[src/rtl/bcd_serial_adder_if.sv]
// Handshake and operand/result bundle for the serial BCD adder.
// The design side uses the slave modport; a driver uses master.
interface bcd_serial_adder_if #(
    parameter int DIGITS = 4
);
    logic                  START;
    logic                  SUB;
    logic [4*DIGITS-1:0]   A;
    logic [4*DIGITS-1:0]   B;
    logic                  BUSY;
    logic                  DONE;
    logic [4*DIGITS-1:0]   SUM;
    logic                  COUT;
    logic                  ERR;

    modport master (
        output START, SUB, A, B,
        input  BUSY, DONE, SUM, COUT, ERR
    );

    modport slave (
        input  START, SUB, A, B,
        output BUSY, DONE, SUM, COUT, ERR
    );
endinterface

[src/rtl/bcd_serial_adder.sv]
// Multi-digit BCD adder/subtractor, one digit per clock, LSD first.
// Subtract uses 9's complement of B with an initial carry of 1.
module bcd_serial_adder #(
    parameter int DIGITS = 4,
    parameter int CNT_W  = 3
) (
    input  logic                 CLK,
    input  logic                 nRST,
    bcd_serial_adder_if.slave    bus
);
    localparam int W = 4 * DIGITS;
    localparam logic [CNT_W-1:0] LAST = CNT_W'(DIGITS - 1);

    typedef enum logic [1:0] {
        S_IDLE,
        S_RUN,
        S_DONE
    } state_t;

    state_t           state_q, state_d;
    logic [W-1:0]     a_q, a_d;
    logic [W-1:0]     b_q, b_d;
    logic [W-1:0]     res_q, res_d;
    logic [W-1:0]     sum_q, sum_d;
    logic [CNT_W-1:0] idx_q, idx_d;
    logic             sub_q, sub_d;
    logic             carry_q, carry_d;
    logic             err_pend_q, err_pend_d;
    logic             cout_q, cout_d;
    logic             err_q, err_d;

    logic [3:0]       a_dig;
    logic [3:0]       b_dig;
    logic [3:0]       b_adj;
    logic [3:0]       dig;
    logic [4:0]       t;
    logic             c_next;
    logic [W-1:0]     res_nx;
    logic             in_bad;
    logic             load;

    // One decimal digit step on the low nibbles of the shifting operands
    always_comb begin
        a_dig  = a_q[3:0];
        b_dig  = b_q[3:0];
        b_adj  = sub_q ? (4'd9 - b_dig) : b_dig;
        t      = {1'b0, a_dig} + {1'b0, b_adj} + {4'd0, carry_q};
        dig    = t[3:0];
        c_next = 1'b0;
        if (t > 5'd9) begin
            dig    = 4'(t - 5'd10);
            c_next = 1'b1;
        end
        res_nx = (res_q >> 4) | (W'(dig) << (W - 4));
    end

    // Flag any non-decimal nibble on the incoming operands
    always_comb begin
        in_bad = 1'b0;
        for (int i = 0; i < DIGITS; i++) begin
            if (bus.A[4*i +: 4] > 4'd9 || bus.B[4*i +: 4] > 4'd9) begin
                in_bad = 1'b1;
            end
        end
    end

    // Next-state, datapath loads and result publication
    always_comb begin
        state_d    = state_q;
        a_d        = a_q;
        b_d        = b_q;
        res_d      = res_q;
        sum_d      = sum_q;
        idx_d      = idx_q;
        sub_d      = sub_q;
        carry_d    = carry_q;
        err_pend_d = err_pend_q;
        cout_d     = cout_q;
        err_d      = err_q;
        load       = 1'b0;

        unique case (state_q)
            S_IDLE: begin
                if (bus.START) begin
                    load    = 1'b1;
                    state_d = S_RUN;
                end
            end
            S_RUN: begin
                a_d     = a_q >> 4;
                b_d     = b_q >> 4;
                carry_d = c_next;
                res_d   = res_nx;
                idx_d   = idx_q + CNT_W'(1);
                if (idx_q == LAST) begin
                    state_d = S_DONE;
                    sum_d   = err_pend_q ? '0 : res_nx;
                    cout_d  = err_pend_q ? 1'b0 : c_next;
                    err_d   = err_pend_q;
                end
            end
            S_DONE: begin
                if (bus.START) begin
                    load    = 1'b1;
                    state_d = S_RUN;
                end else begin
                    state_d = S_IDLE;
                end
            end
            default: state_d = S_IDLE;
        endcase

        if (load) begin
            a_d        = bus.A;
            b_d        = bus.B;
            sub_d      = bus.SUB;
            carry_d    = bus.SUB;
            idx_d      = '0;
            res_d      = '0;
            err_pend_d = in_bad;
        end
    end

    // State and datapath registers with synchronous active-low reset
    always_ff @(posedge CLK) begin
        if (!nRST) begin
            state_q    <= S_IDLE;
            a_q        <= '0;
            b_q        <= '0;
            res_q      <= '0;
            sum_q      <= '0;
            idx_q      <= '0;
            sub_q      <= 1'b0;
            carry_q    <= 1'b0;
            err_pend_q <= 1'b0;
            cout_q     <= 1'b0;
            err_q      <= 1'b0;
        end else begin
            state_q    <= state_d;
            a_q        <= a_d;
            b_q        <= b_d;
            res_q      <= res_d;
            sum_q      <= sum_d;
            idx_q      <= idx_d;
            sub_q      <= sub_d;
            carry_q    <= carry_d;
            err_pend_q <= err_pend_d;
            cout_q     <= cout_d;
            err_q      <= err_d;
        end
    end

    assign bus.BUSY = (state_q == S_RUN);
    assign bus.DONE = (state_q == S_DONE);
    assign bus.SUM  = sum_q;
    assign bus.COUT = cout_q;
    assign bus.ERR  = err_q;
endmodule

[src/flat_wrapper.sv]
// flat-port wrapper written by rule: the top's interface ports become plain ports
module bcd_serial_adder_flat 
#(
    parameter int DIGITS = 4,
    parameter int CNT_W  = 3
)
  (CLK, nRST, bus_START, bus_SUB, bus_A, bus_B, bus_BUSY, bus_DONE, bus_SUM, bus_COUT, bus_ERR);
  bcd_serial_adder_if #(.DIGITS(DIGITS)) bus_i ();
  input  logic CLK;
  input  logic nRST;
  input wire logic [$bits(bus_i.START)-1:0] bus_START;
  input wire logic [$bits(bus_i.SUB)-1:0] bus_SUB;
  input wire logic [$bits(bus_i.A)-1:0] bus_A;
  input wire logic [$bits(bus_i.B)-1:0] bus_B;
  output wire logic [$bits(bus_i.BUSY)-1:0] bus_BUSY;
  output wire logic [$bits(bus_i.DONE)-1:0] bus_DONE;
  output wire logic [$bits(bus_i.SUM)-1:0] bus_SUM;
  output wire logic [$bits(bus_i.COUT)-1:0] bus_COUT;
  output wire logic [$bits(bus_i.ERR)-1:0] bus_ERR;
  assign bus_i.START = bus_START;
  assign bus_i.SUB = bus_SUB;
  assign bus_i.A = bus_A;
  assign bus_i.B = bus_B;
  assign bus_BUSY = bus_i.BUSY;
  assign bus_DONE = bus_i.DONE;
  assign bus_SUM = bus_i.SUM;
  assign bus_COUT = bus_i.COUT;
  assign bus_ERR = bus_i.ERR;
  bcd_serial_adder #(.DIGITS(DIGITS), .CNT_W(CNT_W)) u_core (.CLK(CLK), .nRST(nRST), .bus(bus_i));
endmodule
[config.mk]
export PLATFORM = sky130hd
export DESIGN_NAME = bcd_serial_adder_flat
export DESIGN_NICKNAME = d
export VERILOG_FILES = /design/src/rtl/bcd_serial_adder_if.sv /design/src/rtl/bcd_serial_adder.sv /design/src/flat_wrapper.sv
export SDC_FILE = /design/constraint.sdc
export NUM_CORES = 1
export LEC_CHECK = 0
export ABC_CLOCK_PERIOD_IN_PS = 2600
export CAP_MARGIN = 40
export CORE_UTILIZATION = 47
export DETAILED_ROUTE_END_ITERATION = 8
export HOLD_SLACK_MARGIN = 0.06
export PLACE_DENSITY_LB_ADDON = 0.08
export REMOVE_ABC_BUFFERS = 1
export SLEW_MARGIN = 30
export SYNTH_ARGS = -nofsm -noshare
export SYNTH_HDL_FRONTEND = slang
export SYNTH_SLANG_ARGS = --single-unit
[constraint.sdc]
create_clock -name CLK -period 2.6 [get_ports CLK]
set_input_delay 0.52 -clock CLK [delete_from_list [all_inputs] [get_ports CLK]]
set_output_delay 0.52 -clock CLK [all_outputs]
set_load 0.01 [all_outputs]
# Yosys cells after proc, flatten, opt, wreduce, memory -nomap -nowiden
# Index checks and enable logic that the tools add are counted.
[totals]
memories = 0
latchBits = 0
mem_bits_ro = 0
input_bits = 36
out_inout_bits = 20
word_cells = 63
regBits = 74
mem_bits_rw = 0
[classes]
multipliers = 0
n_eq_ne = 5
n_lt_le_gt_ge = 9
n_bitwise = 2
shift = 0
div = 0
add_sub_neg = 5
n_reduce_logical = 10
n_mux = 21
[ops]
columns = ["cell", "count"]
rows = [
  ["2-to-1 mux 16 bit", 5],
  ["> comparator 4 bit, second input constant", 8],
  ["bitwise OR 12 x 16 -> 16 bit", 1],
  ["2-to-1 mux 1 bit", 11],
  ["2-to-1 mux 4 bit", 2],
  ["one-hot mux 2 bit (3 select lines)", 1],
  ["adder 4 x 4 -> 5 bit", 1],
  ["adder 5 x 1 -> 5 bit", 1],
  ["> comparator 5 x 4 -> 1 bit, second input constant", 1],
  ["logical OR 1 bit", 4],
  ["2-to-1 mux 2 bit", 2],
  ["AND reduction 2 bit", 2],
  ["OR reduction 2 bit", 2],
  ["subtractor 4 bit, first input constant", 1],
  ["subtractor 4 bit, second input constant", 1],
  ["adder 3 x 1 -> 3 bit, second input constant", 1],
  ["== test 3 x 2 -> 1 bit, second input constant", 1],
  ["== test 2 x 1 -> 1 bit, second input constant", 1],
  ["== test 2 bit, second input constant", 1],
  ["logical NOT 2 bit", 1],
  ["inequality test 2 x 1 -> 1 bit, second input constant", 1],
  ["inequality test 2 bit, second input constant", 1],
  ["nonzero test 2 bit", 1],
  ["NOT 1 bit", 1],
]

# Logic depth before layout (Yosys ltp)
# Gate-level depths: netlist of the first run.
[logic_depth]
word_depth = 8
ltp_mapped = 13

# Worst setup path before layout of the first run
# No wires, ideal clock.
[synth_timing]
path_kind = "register to register"
from = "register u_core.b_q[1]"
to = "register u_core.res_q[14]"
path_slack_ns = -0.219
setup_ns = 0.063
stages_incl_launch_ff = 14
required_ns = 2.537
arrival_ns = 2.757
period_less_slack_ns = 2.819
cell_sequence = "dfxtp_1 -> inv_1 -> ha_1 -> nand2_1 -> o21ai_0 -> ha_1 -> xor2_1 -> inv_1 -> ha_1 -> and2_1 -> o41a_1 -> buf_6 -> or4_1 -> nand3_1"
[synth_between]
elab_chain_len = 7
[synth_lines]
columns = ["element", "line_no", "source"]
rows = [
  ["start, declared", "bcd_serial_adder.sv:22", "logic [W-1:0] b_q, b_d;"],
  ["start signal, assigned", "bcd_serial_adder.sv:129", "b_q <= '0;"],
  ["start signal, assigned", "bcd_serial_adder.sv:141", "b_q <= b_d;"],
  ["subtractor 4 bit", "bcd_serial_adder.sv:46", "b_adj = sub_q ? (4'd9 - b_dig) : b_dig;"],
  ["2-to-1 mux 4 bit (*)", "bcd_serial_adder.sv:46", ""],
  ["adder 4 x 4 -> 5 bit (*)", "bcd_serial_adder.sv:47", "t = {1'b0, a_dig} + {1'b0, b_adj} + {4'd0, carry_q};"],
  ["adder 5 x 1 -> 5 bit (*)", "bcd_serial_adder.sv:47", ""],
  ["subtractor 4 bit or > comparator 5 x 4 -> 1 bit (tied branches)", "bcd_serial_adder.sv:51, bcd_serial_adder.sv:50", ""],
  ["2-to-1 mux 4 bit (*)", "bcd_serial_adder.sv:50", "if (t > 5'd9) begin"],
  ["bitwise OR 12 x 16 -> 16 bit (*)", "bcd_serial_adder.sv:54", "res_nx = (res_q >> 4) | (W'(dig) << (W - 4));"],
  ["end signal, assigned", "bcd_serial_adder.sv:142", "res_q <= res_d;"],
  ["end, declared", "bcd_serial_adder.sv:23", "logic [W-1:0] res_q, res_d;"],
]
# Mark *: on every way between the ends. The rest lies on a longest branch, timed or not.
# A chain may end at the register's enable or synchronous reset.

# Worst setup path in the final report of the first run
[layout_timing]
from = "register u_core.b_q[2]"
to = "register u_core.res_q[13]"
[layout_between]
elab_chain_len = 7
[layout_lines]
columns = ["element", "line_no"]
rows = [
  ["subtractor 4 bit", "bcd_serial_adder.sv:46"],
  ["2-to-1 mux 4 bit (*)", "bcd_serial_adder.sv:46"],
  ["adder 4 x 4 -> 5 bit (*)", "bcd_serial_adder.sv:47"],
  ["adder 5 x 1 -> 5 bit (*)", "bcd_serial_adder.sv:47"],
  ["> comparator 5 x 4 -> 1 bit (*)", "bcd_serial_adder.sv:50"],
  ["2-to-1 mux 4 bit (*)", "bcd_serial_adder.sv:50"],
  ["bitwise OR 12 x 16 -> 16 bit (*)", "bcd_serial_adder.sv:54"],
]
# Marks and branches as above.

==> results of run 1 <==
-- Yosys cell counts, drive strengths merged (2+ instances only) --
cell / n / area, um2
and2: 5 / 31.28
dfxtp: 70 / 1401
nand2: 51 / 191.4
a21oi: 24 / 120.1
nor3: 2 / 10.01
clkbuf: 21 / 78.83
a211oi: 2 / 15.01
fa: 2 / 40.04
nor2b: 24 / 150.1
a21o: 2 / 17.52
o21ai: 11 / 55.05
a32o: 3 / 30.03
xnor2: 4 / 35.03
ha: 7 / 87.58
nand2b: 2 / 12.51
a22oi: 32 / 240.2
nor2: 7 / 26.28
a21boi: 27 / 202.7
inv: 9 / 33.78
nor3b: 12 / 90.09
or4: 2 / 15.01
nand3: 6 / 30.03
nand4: 3 / 18.77
buf: 5 / 26.27
-- report_power, final --
group	switching, mW	internal [mW]	total (mW)
clock	0.391	0.564	0.955
combinational	0.226	0.260	0.486
sequential	0.0350	1.12	1.15
-- kinds of logic (layout without fill, tap and decap cells) --
logic type               after synthesis  in the layout  share of synthesized area, %
flip-flops                            70             70                         45.86
AO/OA/AOI/OAI                        108            108                         24.08
AND/OR/NAND/NOR                      117            117                         19.57
adder cells (fa/ha/maj)                9              9                         4.177
XOR/XNOR                               5              5                         1.433
buffers and inverters                 35            108                         4.545
multiplexers                           1              1                        0.3276
-- final cells by class --
type / count / area share [%]
Clock buffer: 12 / 3.531
Clock inverter: 4 / 1.705
Inverter: 9 / 0.8219
Multi-Input combinational cell: 240 / 38.69
Sequential cell: 70 / 34.22
Tap cell: 77 / 2.344
Timing Repair Buffer: 83 / 18.69
-- through the flow --
step | util [%] | std cells | hold slack, ps | cell area, um2
6_report | 65.10 | 495 | 453.9 | 4110
2_1_floorplan | - | 319 | 431.5 | 2950
4_1_cts | 64.15 | 494 | 456.0 | 4050
5_1_grt | 65.10 | 495 | 475.3 | 4110
3_5_place_dp | 59.43 | 471 | 445.3 | 3752
3_3_place_gp | 59.43 | 471 | 440.3 | 3752
-- final timing paths --
path              slack (ps)  depth (start not counted)            start               end
setup / recovery        -140                         11    u_core.b_q[2]  u_core.res_q[13]
setup reg to reg        -140                         11    u_core.b_q[2]  u_core.res_q[13]
hold reg to reg          450                          2  u_core.res_q[9]   u_core.res_q[5]
hold / removal           450                          2  u_core.res_q[9]   u_core.res_q[5]
-- registers in the layout (all words and copies together), names as in the netlist, 2 cells and up --
register,cells
u_core.a_q,16
u_core.bus.SUM,16
u_core.b_q,16
u_core.idx_q,3
u_core.state_q,2
u_core.res_q,12
-- per-layer routing --
| layer | GRT usage (%) | share of wire (%) | vias to the layer above |
|---|---|---|---|
| met5 | 0 | 0 | - |
| met4 | 8.276 | 1.9 | 0 |
| met3 | 4.066 | 3.8 | 14 |
| met2 | 35.54 | 48 | 57 |
| met1 | 27.82 | 47 | 1242 |
| li1 | - | - | 1344 |
-- timing repair --
action / 4_1_cts / 5_1_grt
gates cloned: 0 / 0
endpoints found under the setup margin: 6 / 8
gates resized for setup: 9 / 14
buffers inserted: 14 / 1
pin swaps: 5 / 3
-- worst max-delay path, stage by stage, from the launching register on --
cell and delay (ps):
dfxtp_2 320, inv_1 90, ha_4 200, nand2_1 50, o21ai_1 60, ha_1 350
buf_6 120, nand3b_1 140, and3b_2 280, o41a_1 470, or4_1 500, nand3_1 90
==> flow_summary.ini, run 1 <==
[critical_path]
crit_path_max_fanout = 4
cp-end-kind = flop
worstSetupStartpointType = flop
path_class = reg -> reg
required_ps = 2870
critPathArrivalTime_ps = 3020

[clock_network]
cts_tree = built
cts.sink_count = 70
htreeDepth = 3
clock_latency_ps = 340
cts-root-buf = clkbuf_8
hold_buffers = 0
cts_max_path_buffers = 2
cts-buffers-inserted = 9
clk_pin_slew_ps = 80

[floorplanning]
core-area_um2 = 6314
die_h_um = 82.63
dieArea_um2 = 6828
die_x_um = 82.63
num_rows = 29
num_io_pins = 56
initial_core_util_pct = 48.39

[placement]
gp_congestion = 0.7893
port_buffers = 55
dp_hpwl_um = 4679
pre_cts_slack_ps = -141.0

[final_layout]
multi_input_comb_area_um2 = 1590
nets = 458
drive_above_1_share_pct = 15.79
nFillCells = 558
antennaDiodeCount = 0
area_growth_syn_to_layout_pct = 34.52
regArea_um2 = 1406
mostFrequentLayoutCell = dfxtp_1
layout_common_cells = 66 x dfxtp_1, 55 x clkdlybuf4s50_1, 51 x nand2_1, 32 x a22oi_1

[global_routing]
gr-usage-all-layers_pct = 21.55
grt_pass1_vias = 2422
grt_overflow = 0
grt_max_degree = 40
grt_pass1_wl_um = 11100
antenna_found_initial = 0

[sta]
setup_violations = 5
maxSlewViolCount = 0
fin_ws_ps = -144.7
skew_ps = 10.91
finalCriticalPeriod_ps = 2745
finalSetupTns_ps = -375.4
fin_crit_sh_pct = 105.6
hold_violations = 0
grt_setup_unrepaired = true
slew_headroom_pct = 52.48
max_freq_mhz = 364.3
worst_pin_slew_ps = 711.9

[route]
final_antenna_net_count = 0
finalWirelength_um = 7049
dr.pass1.iters = 4
drtIter0Drc = 104
drc = 0
via_per_inst = 5.368
wire_per_inst_um = 14.24
num_vias = 2657

[synthesis]
synthesis.area_um2 = 3055
synth_cell_type_count = 39
ys_async_sr_fraction_pct = 0
ys_ff_latch = 70
synthCells = 345
synth-warning-count = 0
ys_seq_area_share_pct = 45.86
synth-edff-count = 0
syn_avg_cell_area_um2 = 8.856
ys.flop_type = dfxtp_1

[pwr]
finalPower_mw = 2.595
p_per_area_nw_per_um2 = 631.5
p_leak_nw = 1.487
ir_worst_vdd_mv = 0.4039

[status]
violations = setup timing
status = finished, violations left

[worst_hold_path]
hold_path_class = reg -> reg

[job]
drv_cap = 0
(Power assumes the default switching activity.)
==> run 2, diff against run 1 <==
--- a/config.mk
+++ b/config.mk
@@ -10,9 +10,10 @@
 export CORE_UTILIZATION = 47
 export DETAILED_ROUTE_END_ITERATION = 8
 export HOLD_SLACK_MARGIN = 0.06
-export PLACE_DENSITY_LB_ADDON = 0.08
+export PLACE_DENSITY = 0.76
 export REMOVE_ABC_BUFFERS = 1
 export SLEW_MARGIN = 30
 export SYNTH_ARGS = -nofsm -noshare
 export SYNTH_HDL_FRONTEND = slang
 export SYNTH_SLANG_ARGS = --single-unit
+export TNS_END_PERCENT = 1
==> run 2 against run 1 <==
The run still ends with setup timing left; clock power up 23%; die area unchanged; wire length down 9.9%; cell area down 0.97%; highest routed layer unchanged; via count down 1.8%; worst hold slack better by 3.2 ps; clock skew down 4.1 ps; count of clock-buffer cells in the layout down 2.
==> flow_summary.ini, run 2 (synthesized netlist as in run 1, its figures left out) <==
[status]
status = finished, violations left
violations = setup timing

[route]
wire_per_inst_um = 13.02
dr.pass1.iters = 4
via_per_inst = 5.344
drc = 0
drtIter0Drc = 142
final_antenna_net_count = 0
finalWirelength_um = 6353
num_vias = 2608

[critical_path]
cp.depth = 12
slowest_stage = or4_1
cp-end-kind = flop
slowest_delay_ps = 530
critPathArrivalTime_ps = 3070
reg2reg_from = u_core.b_q[1]
crit_path_max_fanout = 4
cp-startpoint = u_core.b_q[1]
reg2regPathDepth = 12
cp_top_family = adder cells
worstSetupStartpointType = flop
crit_path_end = u_core.res_q[14]
r2r_end = u_core.res_q[14]
path_class = reg -> reg
crit_top_cell = ha_1
cp_num_buf_inv = 2
required_ps = 2890
r2r_setup_slack_ps = -190
crit_chain = inv_1 -> ha_1 -> nand2_1 -> o21ai_1 -> ha_1 -> xor2_2 -> inv_2 -> ha_2 -> and2_1 -> o41a_1 -> or4_1 -> nand3_1

[sta]
whs_ps = 457.1
slew_headroom_pct = 56.69
finalCriticalPeriod_ps = 2788
skew_ps = 6.846
fin_ws_ps = -188.3
fin_crit_sh_pct = 107.2
hold_violations = 0
maxSlewViolCount = 0
grt_setup_unrepaired = true
setup_violations = 6
finalSetupTns_ps = -758.1
worst_pin_slew_ps = 648.7
max_freq_mhz = 358.6

[clock_network]
clock_latency_ps = 350
cts.sink_count = 70
cts-buffers-inserted = 9
hold_buffers = 0
htreeDepth = 3
cts-root-buf = clkbuf_8
clk_pin_slew_ps = 80
cts_tree = built
cts_max_path_buffers = 2

[final_layout]
antennaDiodeCount = 0
multi_input_comb_area_um2 = 1543
regArea_um2 = 1406
finalInstanceArea_um2 = 4070
drive_above_1_share_pct = 12.90
layout_common_cells = 66 x dfxtp_1, 55 x clkdlybuf4s50_1, 51 x nand2_1, 32 x a22oi_1, 26 x a21boi_0
stdcell_count = 488
nets = 451
area_growth_syn_to_layout_pct = 33.21
mostFrequentLayoutCell = dfxtp_1
nFillCells = 556

[pwr]
ir_worst_vdd_mv = 0.4964
p_per_area_nw_per_um2 = 671.3
p_leak_nw = 1.463

[placement]
dp_hpwl_um = 4185
port_buffers = 55
gp_congestion = 0.7630
place_area_um2 = 3742
dp.cells = 468

[floorplanning]
num_rows = 29
num_io_pins = 56
die_x_um = 82.63
core-area_um2 = 6314
initial_core_util_pct = 48.39
dieArea_um2 = 6828
die_h_um = 82.63

[worst_hold_path]
hold_depth = 2
hold_path_class = reg -> reg
hold_path_startpoint = u_core.res_q[6]

[global_routing]
grt_pass1_vias = 2392
grt_max_degree = 48
grt_overflow = 0
gr-usage-all-layers_pct = 20.90
antenna_found_initial = 0
grt_pass1_wl_um = 10640

[job]
drv_cap = 0
## run 2: changes by cell type in the layout (fill, tap and decap cells not counted), sizes merged
cell	change
bufinv	+2
clkbuf	-2
clkinvlp	+1
clkinv	-1
buf	-7
## run 2: timing repair
action / 4_1_cts / 5_1_grt
setup buffers: 1 / 3
pin swaps: 1 / 6
gates cloned: 0 / 0
setup endpoints to repair: 6 / 8
gates resized for setup: 0 / 12
## run 2: area by class of cell
type                    instances  area share [%]
multi-input cells             240           37.90
flip-flops and latches         70           34.55
repair buffers                 76           17.71
clock buffers                  10           3.381
clock inverters                 6           3.259
well taps                      77           2.367
inverters                       9          0.8300
## run 2: how the worst min path moves through the flow
stage	slack [ps]	to
floorplan	430	u_core.res_q[4]
global placement	440	u_core.res_q[7]
detailed placement	440	u_core.res_q[7]
CTS	460	u_core.res_q[7]
global route	480	u_core.res_q[6]
finish	460	u_core.res_q[6]
## run 2: power by group
part | switching, mW | internal, mW
logic | 0.198 | 0.217
clock network | 0.407 | 0.758
registers | 0.0325 | 1.12
total | 0.638 | 2.09
## run 2: worst min-delay path, delay by kind of cell (launching register included)
kind	cells	cell delay [ps]
DFF	1	310
and+or+nand+nor	1	50
AOI/OAI and AO/OA	1	50
## run 2: per-layer routing
metal | share of wire [%] | track usage (%)
met1 | 45 | 22.94
met2 | 49 | 37.52
met3 | 4.4 | 6.374
met4 | 1.3 | 8.103
met5 | 0 | 0
## run 2: metrics by stage
| stage | setup WS [ps] | total power, mW | utilization, % |
|---|---|---|---|
| floorplan | -411.7 | 1.379 | - |
| global placement | -69.88 | 1.555 | 59.27 |
| detailed placement | -148.2 | 1.563 | 59.27 |
| CTS | -170.3 | 2.731 | 63.67 |
| global route | -321.1 | 2.861 | 64.47 |
| finish | -188.3 | 2.732 | 64.47 |
==> run 3, diff against run 2 <==
--- a/config.mk
+++ b/config.mk
@@ -12,6 +12,7 @@
 export HOLD_SLACK_MARGIN = 0.06
 export PLACE_DENSITY = 0.76
 export REMOVE_ABC_BUFFERS = 1
+export SKIP_CTS_REPAIR_TIMING = 1
 export SLEW_MARGIN = 30
 export SYNTH_ARGS = -nofsm -noshare
 export SYNTH_HDL_FRONTEND = slang
==> run 3 against run 2 <==
The run still ends with setup timing left; die area stayed put; sequential cell count did not move; cell count is 0.82% lower; cell area shrank 0.68%; clock power hardly changed; via count is 0.50% lower; power shrank 0.63%; worst hold slack lost 1.1 ps; combinational power fell by 4%; global-route usage shrank 0.093 points; highest routed layer unchanged; utilization is 0.44 points lower; worst setup slack improved by 150 ps.
==> flow_summary.ini, run 3 (synthesized netlist as in run 1, its figures left out) <==
[worst_hold_path]
hold_depth = 2
hold_path_startpoint = u_core.res_q[7]
hold_path_class = reg -> reg
whs_endpoint = u_core.res_q[7]

[route]
wire_per_inst_um = 12.97
dr.pass1.iters = 4
final_antenna_net_count = 0
via_per_inst = 5.362
drtIter0Drc = 132
finalWirelength_um = 6276
drc = 0
num_vias = 2595

[final_layout]
nets = 447
layout_common_cells = 67 x dfxtp_1, 55 x clkdlybuf4s50_1, 51 x nand2_1, 32 x a22oi_1, 26 x a21boi_0
fin_util_pct = 64.03
drive_above_1_share_pct = 11.79
regArea_um2 = 1405
mostFrequentLayoutCell = dfxtp_1
multi_input_comb_area_um2 = 1546
area_growth_syn_to_layout_pct = 32.31
nFillCells = 561
antennaDiodeCount = 0
stdcell_count = 484

[global_routing]
antenna_found_initial = 0
gr-usage-all-layers_pct = 20.80
grt_max_degree = 48
grt_pass1_vias = 2383
grt_overflow = 0
grt_pass1_wl_um = 10580

[sta]
hold_violations = 0
finalCriticalPeriod_ps = 2639
setup_violations = 4
slew_headroom_pct = 56.48
fin_crit_sh_pct = 101.5
skew_ps = 6.297
fin_ws_ps = -38.73
worst_pin_slew_ps = 651.9
grt_setup_unrepaired = true
max_freq_mhz = 379.0
maxSlewViolCount = 0

[critical_path]
r2r_end = u_core.res_q[14]
path_class = reg -> reg
r2r_setup_slack_ps = -40
reg2regPathDepth = 11
required_ps = 2890
crit_chain = xnor2_2 -> fa_2 -> inv_1 -> fa_2 -> xor2_2 -> inv_2 -> ha_2 -> and2_1 -> o41a_1 -> or4_1 -> nand3_1
reg2reg_from = u_core.sub_q
worstSetupStartpointType = flop
cp-end-kind = flop
slowest_stage = or4_1
crit_path_max_fanout = 4
critPathArrivalTime_ps = 2930
crit_top_cell = fa_2
slowest_delay_ps = 480

[clock_network]
clk_pin_slew_ps = 80
cts_max_path_buffers = 2
clock_latency_ps = 350
cts-buffers-inserted = 9
cts.sink_count = 70
htreeDepth = 3
cts-root-buf = clkbuf_8
cts_tree = built

[pwr]
p_per_area_nw_per_um2 = 671.6
p_leak_nw = 1.447
ir_worst_vdd_mv = 0.4964

[job]
drv_cap = 0

[floorplanning]
core-area_um2 = 6314
die_h_um = 82.63
die_x_um = 82.63
num_io_pins = 56
num_rows = 29
dieArea_um2 = 6828
initial_core_util_pct = 48.39

[status]
violations = setup timing
status = finished, violations left

[placement]
pre_cts_slack_ps = -148.2
dp.cells = 468
gp_congestion = 0.7630
dp_hpwl_um = 4185
port_buffers = 55
[run 3: report_power, final]
part           total, mW  switching [mW]  internal, mW  leakage, nW
Clock               1.17           0.407         0.758        0.132
Combinational      0.398           0.194         0.204        0.743
Sequential          1.15          0.0327          1.12        0.571
Total               2.71           0.634          2.08         1.45
[run 3: layer usage]
layer | global-route usage, % | vias up | share of wire (%)
li1 | - | 1323 | -
met1 | 22.87 | 1192 | 45
met2 | 37.27 | 68 | 49
met3 | 6.374 | 12 | 4.8
met4 | 8.103 | 0 | 1.5
met5 | 0 | - | 0
[run 3: worst max-delay path, delay by kind of cell, from the launching register on]
kind / cells / cell delay [ps]
fa+ha+maj: 3 / 750
simple gates: 3 / 690
flops: 1 / 370
compound gates: 1 / 360
xor+xnor: 2 / 300
buf+inv: 2 / 110
[run 3: layout make-up]
cell class / count / share of cell area [%]
clock inverter: 6 / 3.281
sequential: 70 / 34.76
clock buffer: 10 / 3.405
timing repair buffer: 72 / 17.08
inverter: 9 / 0.8357
multi-input combinational: 240 / 38.25
tap: 77 / 2.383
[run 3: worst max path at each step]
stage	start	endpoint	slack (ps)
after floorplan	bus_START	u_core.carry_q	-410
after global placement	u_core.b_q[0]	u_core.res_q[14]	-70
after detailed placement	u_core.b_q[0]	u_core.res_q[14]	-150
after CTS	u_core.b_q[0]	u_core.res_q[14]	-170
after global routing	u_core.b_q[1]	u_core.res_q[14]	-190
final	u_core.sub_q	u_core.res_q[14]	-40
[run 3: metrics by stage]
stage / setup TNS [ps] / cell area [um2] / total power [mW] / hold slack, ps
finish: -107.2 / 4043 / 2.715 / 456.0
global route: -906.9 / 4043 / 2.842 / 478.9
CTS: -781.3 / 4013 / 2.727 / 456.4
detailed placement: -672.3 / 3742 / 1.563 / 444.0
global placement: -264.4 / 3742 / 1.555 / 439.5
floorplan: -9601 / 2950 / 1.379 / 431.5
